--- src/rtl/delay_probe_pkg.sv ---
// Shared types and defaults for the delayed-copy latency probe.
package delay_probe_pkg;
  localparam int NUM_CH       = 3;
  localparam int DEF_W        = 3;
  localparam int DEF_CNT_W    = 8;
  localparam int DEF_MAX_WAIT = 255;

  typedef enum logic [1:0] {
    IDLE = 2'd0,
    WAIT = 2'd1,
    DONE = 2'd2,
    TMO  = 2'd3
  } probe_state_t;
endpackage

--- src/rtl/delay_probe_ch.sv ---
// One probe channel: times launch (src change) to first obs match, in clk edges.
// All outputs registered; no backpressure. Optional max-hold via DELAY_PROBE_MAXHOLD_EN.
module delay_probe_ch
  import delay_probe_pkg::*;
#(
  parameter int W        = DEF_W,
  parameter int CNT_W    = DEF_CNT_W,
  parameter int MAX_WAIT = DEF_MAX_WAIT
) (
  input  logic             clk,
  input  logic             reset,
  input  logic             clear,
  input  logic [W-1:0]     src,
  input  logic [W-1:0]     obs,
  output logic [CNT_W-1:0] lat,
  output logic             busy,
  output logic             done,
  output logic             timeout
`ifdef DELAY_PROBE_MAXHOLD_EN
  ,
  output logic [CNT_W-1:0] lat_max
`endif
);

  localparam logic [CNT_W-1:0] MAX_CNT = CNT_W'(MAX_WAIT);
  localparam logic [CNT_W-1:0] ONE     = CNT_W'(1);

  probe_state_t     state, state_n;
  logic [W-1:0]     src_q, expected, expected_n;
  logic [CNT_W-1:0] cnt, cnt_n, lat_n;
  logic             launch, commit;

  assign launch = (src != src_q);

  always_comb begin
    state_n    = state;
    expected_n = expected;
    cnt_n      = cnt;
    lat_n      = lat;
    commit     = 1'b0;
    if (clear) begin
      state_n = IDLE;
      cnt_n   = '0;
      lat_n   = '0;
    end else if (launch) begin
      expected_n = src;
      cnt_n      = ONE;
      if (obs == src) begin
        state_n = DONE;
        lat_n   = '0;
        commit  = 1'b1;
      end else begin
        state_n = WAIT;
      end
    end else if (state == WAIT) begin
      if (obs == expected) begin
        state_n = DONE;
        lat_n   = cnt;
        commit  = 1'b1;
      end else if (cnt == MAX_CNT) begin
        state_n = TMO;
        lat_n   = MAX_CNT;
      end else begin
        cnt_n = cnt + ONE;
      end
    end
  end

  always_ff @(posedge clk or posedge reset) begin
    if (reset) begin
      state    <= IDLE;
      src_q    <= '0;
      expected <= '0;
      cnt      <= '0;
      lat      <= '0;
    end else begin
      state    <= state_n;
      src_q    <= src;
      expected <= expected_n;
      cnt      <= cnt_n;
      lat      <= lat_n;
    end
  end

  // Status bits decode the registered state, so they are themselves registered.
  assign busy    = (state == WAIT);
  assign done    = (state == DONE);
  assign timeout = (state == TMO);

`ifdef DELAY_PROBE_MAXHOLD_EN
  always_ff @(posedge clk or posedge reset) begin
    if (reset) begin
      lat_max <= '0;
    end else if (clear) begin
      lat_max <= '0;
    end else if (commit && (lat_n > lat_max)) begin
      lat_max <= lat_n;
    end
  end
`endif

endmodule

--- src/rtl/delay_probe.sv ---
// Three independent latency probe channels; optional per-channel max-hold under DELAY_PROBE_MAXHOLD_EN.
// Outputs registered, one-edge update; no backpressure.
module delay_probe
  import delay_probe_pkg::*;
#(
  parameter int W        = DEF_W,
  parameter int CNT_W    = DEF_CNT_W,
  parameter int MAX_WAIT = DEF_MAX_WAIT
) (
  input  logic              clk,
  input  logic              reset,
  input  logic              clear,
  input  logic [W-1:0]      src_a,
  input  logic [W-1:0]      src_b,
  input  logic [W-1:0]      src_c,
  input  logic [W-1:0]      obs_d,
  input  logic [W-1:0]      obs_e,
  input  logic [W-1:0]      obs_f,
  output logic [CNT_W-1:0]  lat_d,
  output logic [CNT_W-1:0]  lat_e,
  output logic [CNT_W-1:0]  lat_f,
  output logic [NUM_CH-1:0] busy,
  output logic [NUM_CH-1:0] done,
  output logic [NUM_CH-1:0] timeout
`ifdef DELAY_PROBE_MAXHOLD_EN
  ,
  output logic [CNT_W-1:0]  lat_max_d,
  output logic [CNT_W-1:0]  lat_max_e,
  output logic [CNT_W-1:0]  lat_max_f
`endif
);

  delay_probe_ch #(.W(W), .CNT_W(CNT_W), .MAX_WAIT(MAX_WAIT)) u_ch0 (
    .clk(clk), .reset(reset), .clear(clear), .src(src_a), .obs(obs_d),
    .lat(lat_d), .busy(busy[0]), .done(done[0]), .timeout(timeout[0])
`ifdef DELAY_PROBE_MAXHOLD_EN
    , .lat_max(lat_max_d)
`endif
  );

  delay_probe_ch #(.W(W), .CNT_W(CNT_W), .MAX_WAIT(MAX_WAIT)) u_ch1 (
    .clk(clk), .reset(reset), .clear(clear), .src(src_b), .obs(obs_e),
    .lat(lat_e), .busy(busy[1]), .done(done[1]), .timeout(timeout[1])
`ifdef DELAY_PROBE_MAXHOLD_EN
    , .lat_max(lat_max_e)
`endif
  );

  delay_probe_ch #(.W(W), .CNT_W(CNT_W), .MAX_WAIT(MAX_WAIT)) u_ch2 (
    .clk(clk), .reset(reset), .clear(clear), .src(src_c), .obs(obs_f),
    .lat(lat_f), .busy(busy[2]), .done(done[2]), .timeout(timeout[2])
`ifdef DELAY_PROBE_MAXHOLD_EN
    , .lat_max(lat_max_f)
`endif
  );

endmodule

--- config.mk ---
export PLATFORM = sky130hd
export DESIGN_NAME = delay_probe
export DESIGN_NICKNAME = d
export VERILOG_FILES = /design/src/rtl/delay_probe_pkg.sv /design/src/rtl/delay_probe_ch.sv /design/src/rtl/delay_probe.sv
export SDC_FILE = /design/constraint.sdc
export NUM_CORES = 1
export LEC_CHECK = 0
export ABC_CLOCK_PERIOD_IN_PS = 2500
export BUFFER_PORTS_ARGS = -buffer_cell sky130_fd_sc_hd__buf_2
export CAP_MARGIN = 10
export CORE_AREA = 2 2 108 110
export CTS_BUF_LIST = sky130_fd_sc_hd__clkbuf_2 sky130_fd_sc_hd__clkbuf_4 sky130_fd_sc_hd__clkbuf_8
export DETAILED_ROUTE_END_ITERATION = 16
export DIE_AREA = 0 0 110 112
export HOLD_SLACK_MARGIN = 0.03
export SYNTH_ARGS = -nofsm -noshare
export SYNTH_HDL_FRONTEND = slang
export SYNTH_SLANG_ARGS = --single-unit
export TNS_END_PERCENT = 10
--- constraint.sdc ---
create_clock -name clk -period 2.5 [get_ports clk]
set_input_delay 0.625 -clock clk [delete_from_list [all_inputs] [get_ports clk]]
set_output_delay 0.625 -clock clk [all_outputs]
set_load 0.05 [all_outputs]
Word level (Yosys, flattened, before mapping)
Cells that the tools add are included.
Storage, ports and cells
  logic and storage cells: 118
  input port bits: 21
  register bits: 72
  output and inout port bits: 33
Cells by class
  mux-type cells: 51
  add/subtract/negate cells: 3
  bitwise operators: 1
  eq/ne operators: 30
  reduce and logical (&&, ||, !) cells: 18
Operator list (count)
  8-bit two-way mux: 33
  2-bit two-way mux: 18
  8-bit by 1-bit adder with 8-bit output (second input constant): 3
  8-bit equality test (second input constant): 3
  3-bit equality test: 6
  3-bit by 2-bit inequality test with 1-bit output (second input constant): 6
  3-bit AND reduction: 6
  2-bit equality test (second input constant): 6
  2-bit AND reduction: 6
  4-bit nonzero test: 3
  3-bit inequality test: 3
  3-bit inequality test (second input constant): 3
  3-bit nonzero test: 3
  2-bit by 1-bit equality test with 1-bit output (second input constant): 3
  1-bit inverter: 1

Depth between registers and ports, before layout
  depth in word-level cells: 6
  gate-level depth with buffers: 6
  gate-level depth less buffers: 5

Modules after synthesis
A second synthesis with hierarchy kept.
Second synthesis, totals
  cell total of the unflattened synthesis: 384
  area, all modules: 3832.4 sq um
By module, submodules not included
  delay_probe_ch: instances 3, cells each 128, area an instance 1277.5 sq um

Worst setup path after synthesis
Ideal clock, no wire load.
  path kind: input to register
  start point: input obs_f[1]
  end point: register u_ch2.lat[0]
  required time: 2350 ps
  cell stages on the path: 5
  buffers on the path: 1
  setup time: 150 ps
  path slack: 730 ps
  arrival time: 1619 ps
  cells stage by stage: xnor2_1 -> and3_1 -> buf_2 -> o211ai_1 -> o22ai_1
On the way
  cells in the longest elaborated chain, start to end: 5
  elaborated cells between the ends (all ways): 9
Ends and longest elaborated chain
  from (decl): line delay_probe.sv:18  | input logic [W-1:0] obs_f,
  3-bit equality test: line delay_probe_ch.sv:56  | if (obs == expected) begin
  8-bit two-way mux: line delay_probe_ch.sv:56
  8-bit two-way mux: line delay_probe_ch.sv:55  | end else if (state == WAIT) begin
  8-bit two-way mux: line delay_probe_ch.sv:45  | end else if (launch) begin
  8-bit two-way mux: line delay_probe_ch.sv:41  | if (clear) begin
  to (signal assigned): line delay_probe_ch.sv:81  | lat <= lat_n;
  to (decl): line delay_probe_ch.sv:15  | output logic [CNT_W-1:0] lat,
Parallel ways exist; a longest one is shown, timed or not. The select of a mux whose other input is x is not followed.
A chain may end at the register's enable or synchronous reset.

Final worst setup path
  start point: register u_ch1.state[1]
  end point: output busy[1]
On the way
  cells in the longest elaborated chain, start to end: 1
Ends and longest elaborated chain
  from (decl): line delay_probe_ch.sv:28  | probe_state_t state, state_n;
  from (signal assigned): line delay_probe_ch.sv:77  | state <= state_n;
  2-bit by 1-bit equality test with 1-bit output: line delay_probe_ch.sv:86  | assign busy = (state == WAIT);
  to (decl): line delay_probe.sv:22  | output logic [NUM_CH-1:0] busy,
Every way passes these cells.

==> results.tsv <==
metric	value	unit
die area	12300	um2
die width	110	um
Final Total Pwr	2.60	mW
Critical Path End Type	primary output	
Die Y-Extent	112	um
H-tree levels	3	
dpl cells	560	
status	finished clean	
Worst setup SP type	flip-flop	
clock buffer depth	2	
Seq/Total Area, Yosys	47.4	%
VDD IR max	0.277	mV
first-pass GRT wire length	14.7	mm
number of global-route vias before repair	3055	
synth warn	0	
critical path peak fanout	7	
Synth top area share	47.4	%
drc violations	0	
syn_area_per_cell	9.95	um2
TritonCTS clock tree	built	
HPWL after DPL	6.34	mm
Leak Pwr	1.89	nW
GRT Util Overall	15.3	%
largest net degree at the start of global routing	49	
placement-stage cell area	4140	um2
initial antenna violation count	0	
TNS Setup	0	ns
layout cell share with drive strength beyond 1	18.9	%
PnR worst setup slack	0.327	ns
asr flop ratio synth	100	%
Hold Fails Final Rpt	0	
Final period util	86.9	%
post-synth top area cell	dfrtp_1	
total core area	11200	um2
clock slew seen by the registers of the worst setup and hold paths	0.07	ns
I/O Pins	54	
Final nets	452	
actual slew at the worst max-slew pin	0.668	ns
first-pass iteration count of the detailed router	4	
Layout Skew	0.0125	ns
FP Rows	39	
non-filler instance count after layout	576	
EDFF count, synth	0	
Area growth syn-to-layout	13.8	%
CP arrival	1.55	ns
PostCTS Resize Cnt	0	
ant diodes	0	
total number of vias	3063	
WS Path Type	flip-flop to primary output	
Starting Density	34.0	%
final max-slew violation count	0	
Starting DRT DRC Count	166	
I/O Buffers	53	
synthesized flop and latch total	72	
Post-Synthesis Cell Area	3800	um2
WHS	0.307	ns
top post-synthesis cells by area	dfrtp_1, xnor2_1, o22ai_1, nor2_1, inv_1	
Net Count, Synth	406	
clk_lat worst skew	0.37	ns
final setup fails	0	
Max Cap Viol	0	
CTS root buf	clkbuf_8	
f_max	0.460	GHz
Post-Route Utilization	38.7	%
design area	4330	um2
pre-CTS WS	0.272	ns
TritonCTS Buffers	9	
ys flop type	dfrtp_1	
fin crit period	2.17	ns
Sink Count	72	
count of cell types in the netlist	55	
final WL	8.80	mm
final RePlAce weighted congestion	0.812	
Max-slew headroom	55.3	%
worst path required time	1.88	ns
hold_buf cts	0	
Gate Count Post-Synth	382	
RSZ-0062 raised after global routing	false	
worst hold path class	primary input to async pin	
via/cell ratio	5.32	
setup bufs post-CTS	0	
ANT nets after route	0	
total gr overflow	0	
Power Density	600	nW/um2
drt wl/cell	15.3	um
-- placed cells by master, fill, tap and decap left out, types with 5 or more instances in the layout --
cell,count
dfrtp_1,72
nor2_1,30
mux2_1,5
mux2i_1,7
xnor2_1,27
o22ai_1,24
a31oi_1,6
nand4_1,12
o31ai_1,9
or4_1,7
and4_1,6
buf_2,53
a21oi_1,15
inv_1,28
nand2_1,15
and3_1,7
nand3_1,21
nor4_1,5
clkbuf_8,12
nand2b_1,11
-- cell families (layout without fill, tap and decap cells) --
kind of cell | count (synthesis) | count (layout) | share of synthesized area (%)
flops | 72 | 72 | 47.4
xor+xnor | 27 | 27 | 6.22
simple gates | 131 | 131 | 19.2
mux | 16 | 16 | 4.51
buf+inv | 49 | 100 | 6.28
compound gates | 84 | 84 | 15.5
fa+ha+maj | 3 | 3 | 0.987
-- final timing paths --
path,slack (ns),endpoint,cells after the start,from
setup reg to reg,0.40,u_ch0.lat[6],5,u_ch0.cnt[0]
setup / recovery,0.33,busy[1],3,u_ch1.state[1]
hold reg to reg,0.51,u_ch2.expected[0],1,u_ch2.expected[0]
max in group asynchronous,1.56,u_ch0.lat[2],3,reset
hold / removal,0.31,u_ch2.expected[2],2,reset
min in group clk,0.43,u_ch0.src_q[0],1,src_a[0]
-- critical path: stages, from the launching register on --
cell,delay [ns]
dfrtp_1,0.43
nand2b_1,0.27
inv_1,0.20
buf_2,0.29
-- final cells by class --
cell class	count	area, um2
Multi-Input combinational cell	261	1760
Clock buffer	13	173
Clock inverter	3	15.0
Sequential cell	72	1800
Tap cell	143	179
Fill cell	1107	6850
Inverter	30	113
Timing Repair Buffer	54	285
-- Yosys cell counts (9+ instances only) --
| cell type | instances |
|---|---|
| nand2_1 | 15 |
| a21oi_1 | 15 |
| o31ai_1 | 9 |
| buf_4 | 9 |
| o22ai_1 | 24 |
| nand3_1 | 21 |
| nor2_1 | 30 |
| nand4_1 | 12 |
| dfrtp_1 | 72 |
| xnor2_1 | 27 |
| nand2b_1 | 11 |
| inv_1 | 29 |
-- metal layers --
layer | GRT usage, % | up-vias | share of wire (%)
met5 | 0 | - | 0
li1 | - | 1484 | -
met1 | 20.0 | 1485 | 47
met4 | 6.92 | 0 | 2.0
met2 | 23.2 | 78 | 47
met3 | 4.74 | 16 | 4.4
-- where the power goes --
part           internal, mW  leakage (nW)  total (mW)  switching, mW
sequential             1.21         0.951        1.25         0.0379
clock                 0.448         0.103       0.890          0.442
combinational         0.150         0.835       0.459          0.309
-- sequential cells by signal, summed over array words and instances, names as in the netlist, 3 cells and up --
| name | flops |
|---|---|
| u_ch0.lat | 8 |
| u_ch0.cnt | 8 |
| u_ch2.cnt | 8 |
| u_ch0.src_q | 3 |
| u_ch2.lat | 8 |
| u_ch2.expected | 3 |
| u_ch1.cnt | 8 |
| u_ch2.src_q | 3 |
| u_ch1.src_q | 3 |
| u_ch0.expected | 3 |
| u_ch1.lat | 8 |
| u_ch1.expected | 3 |
(Power assumes the default switching activity.)
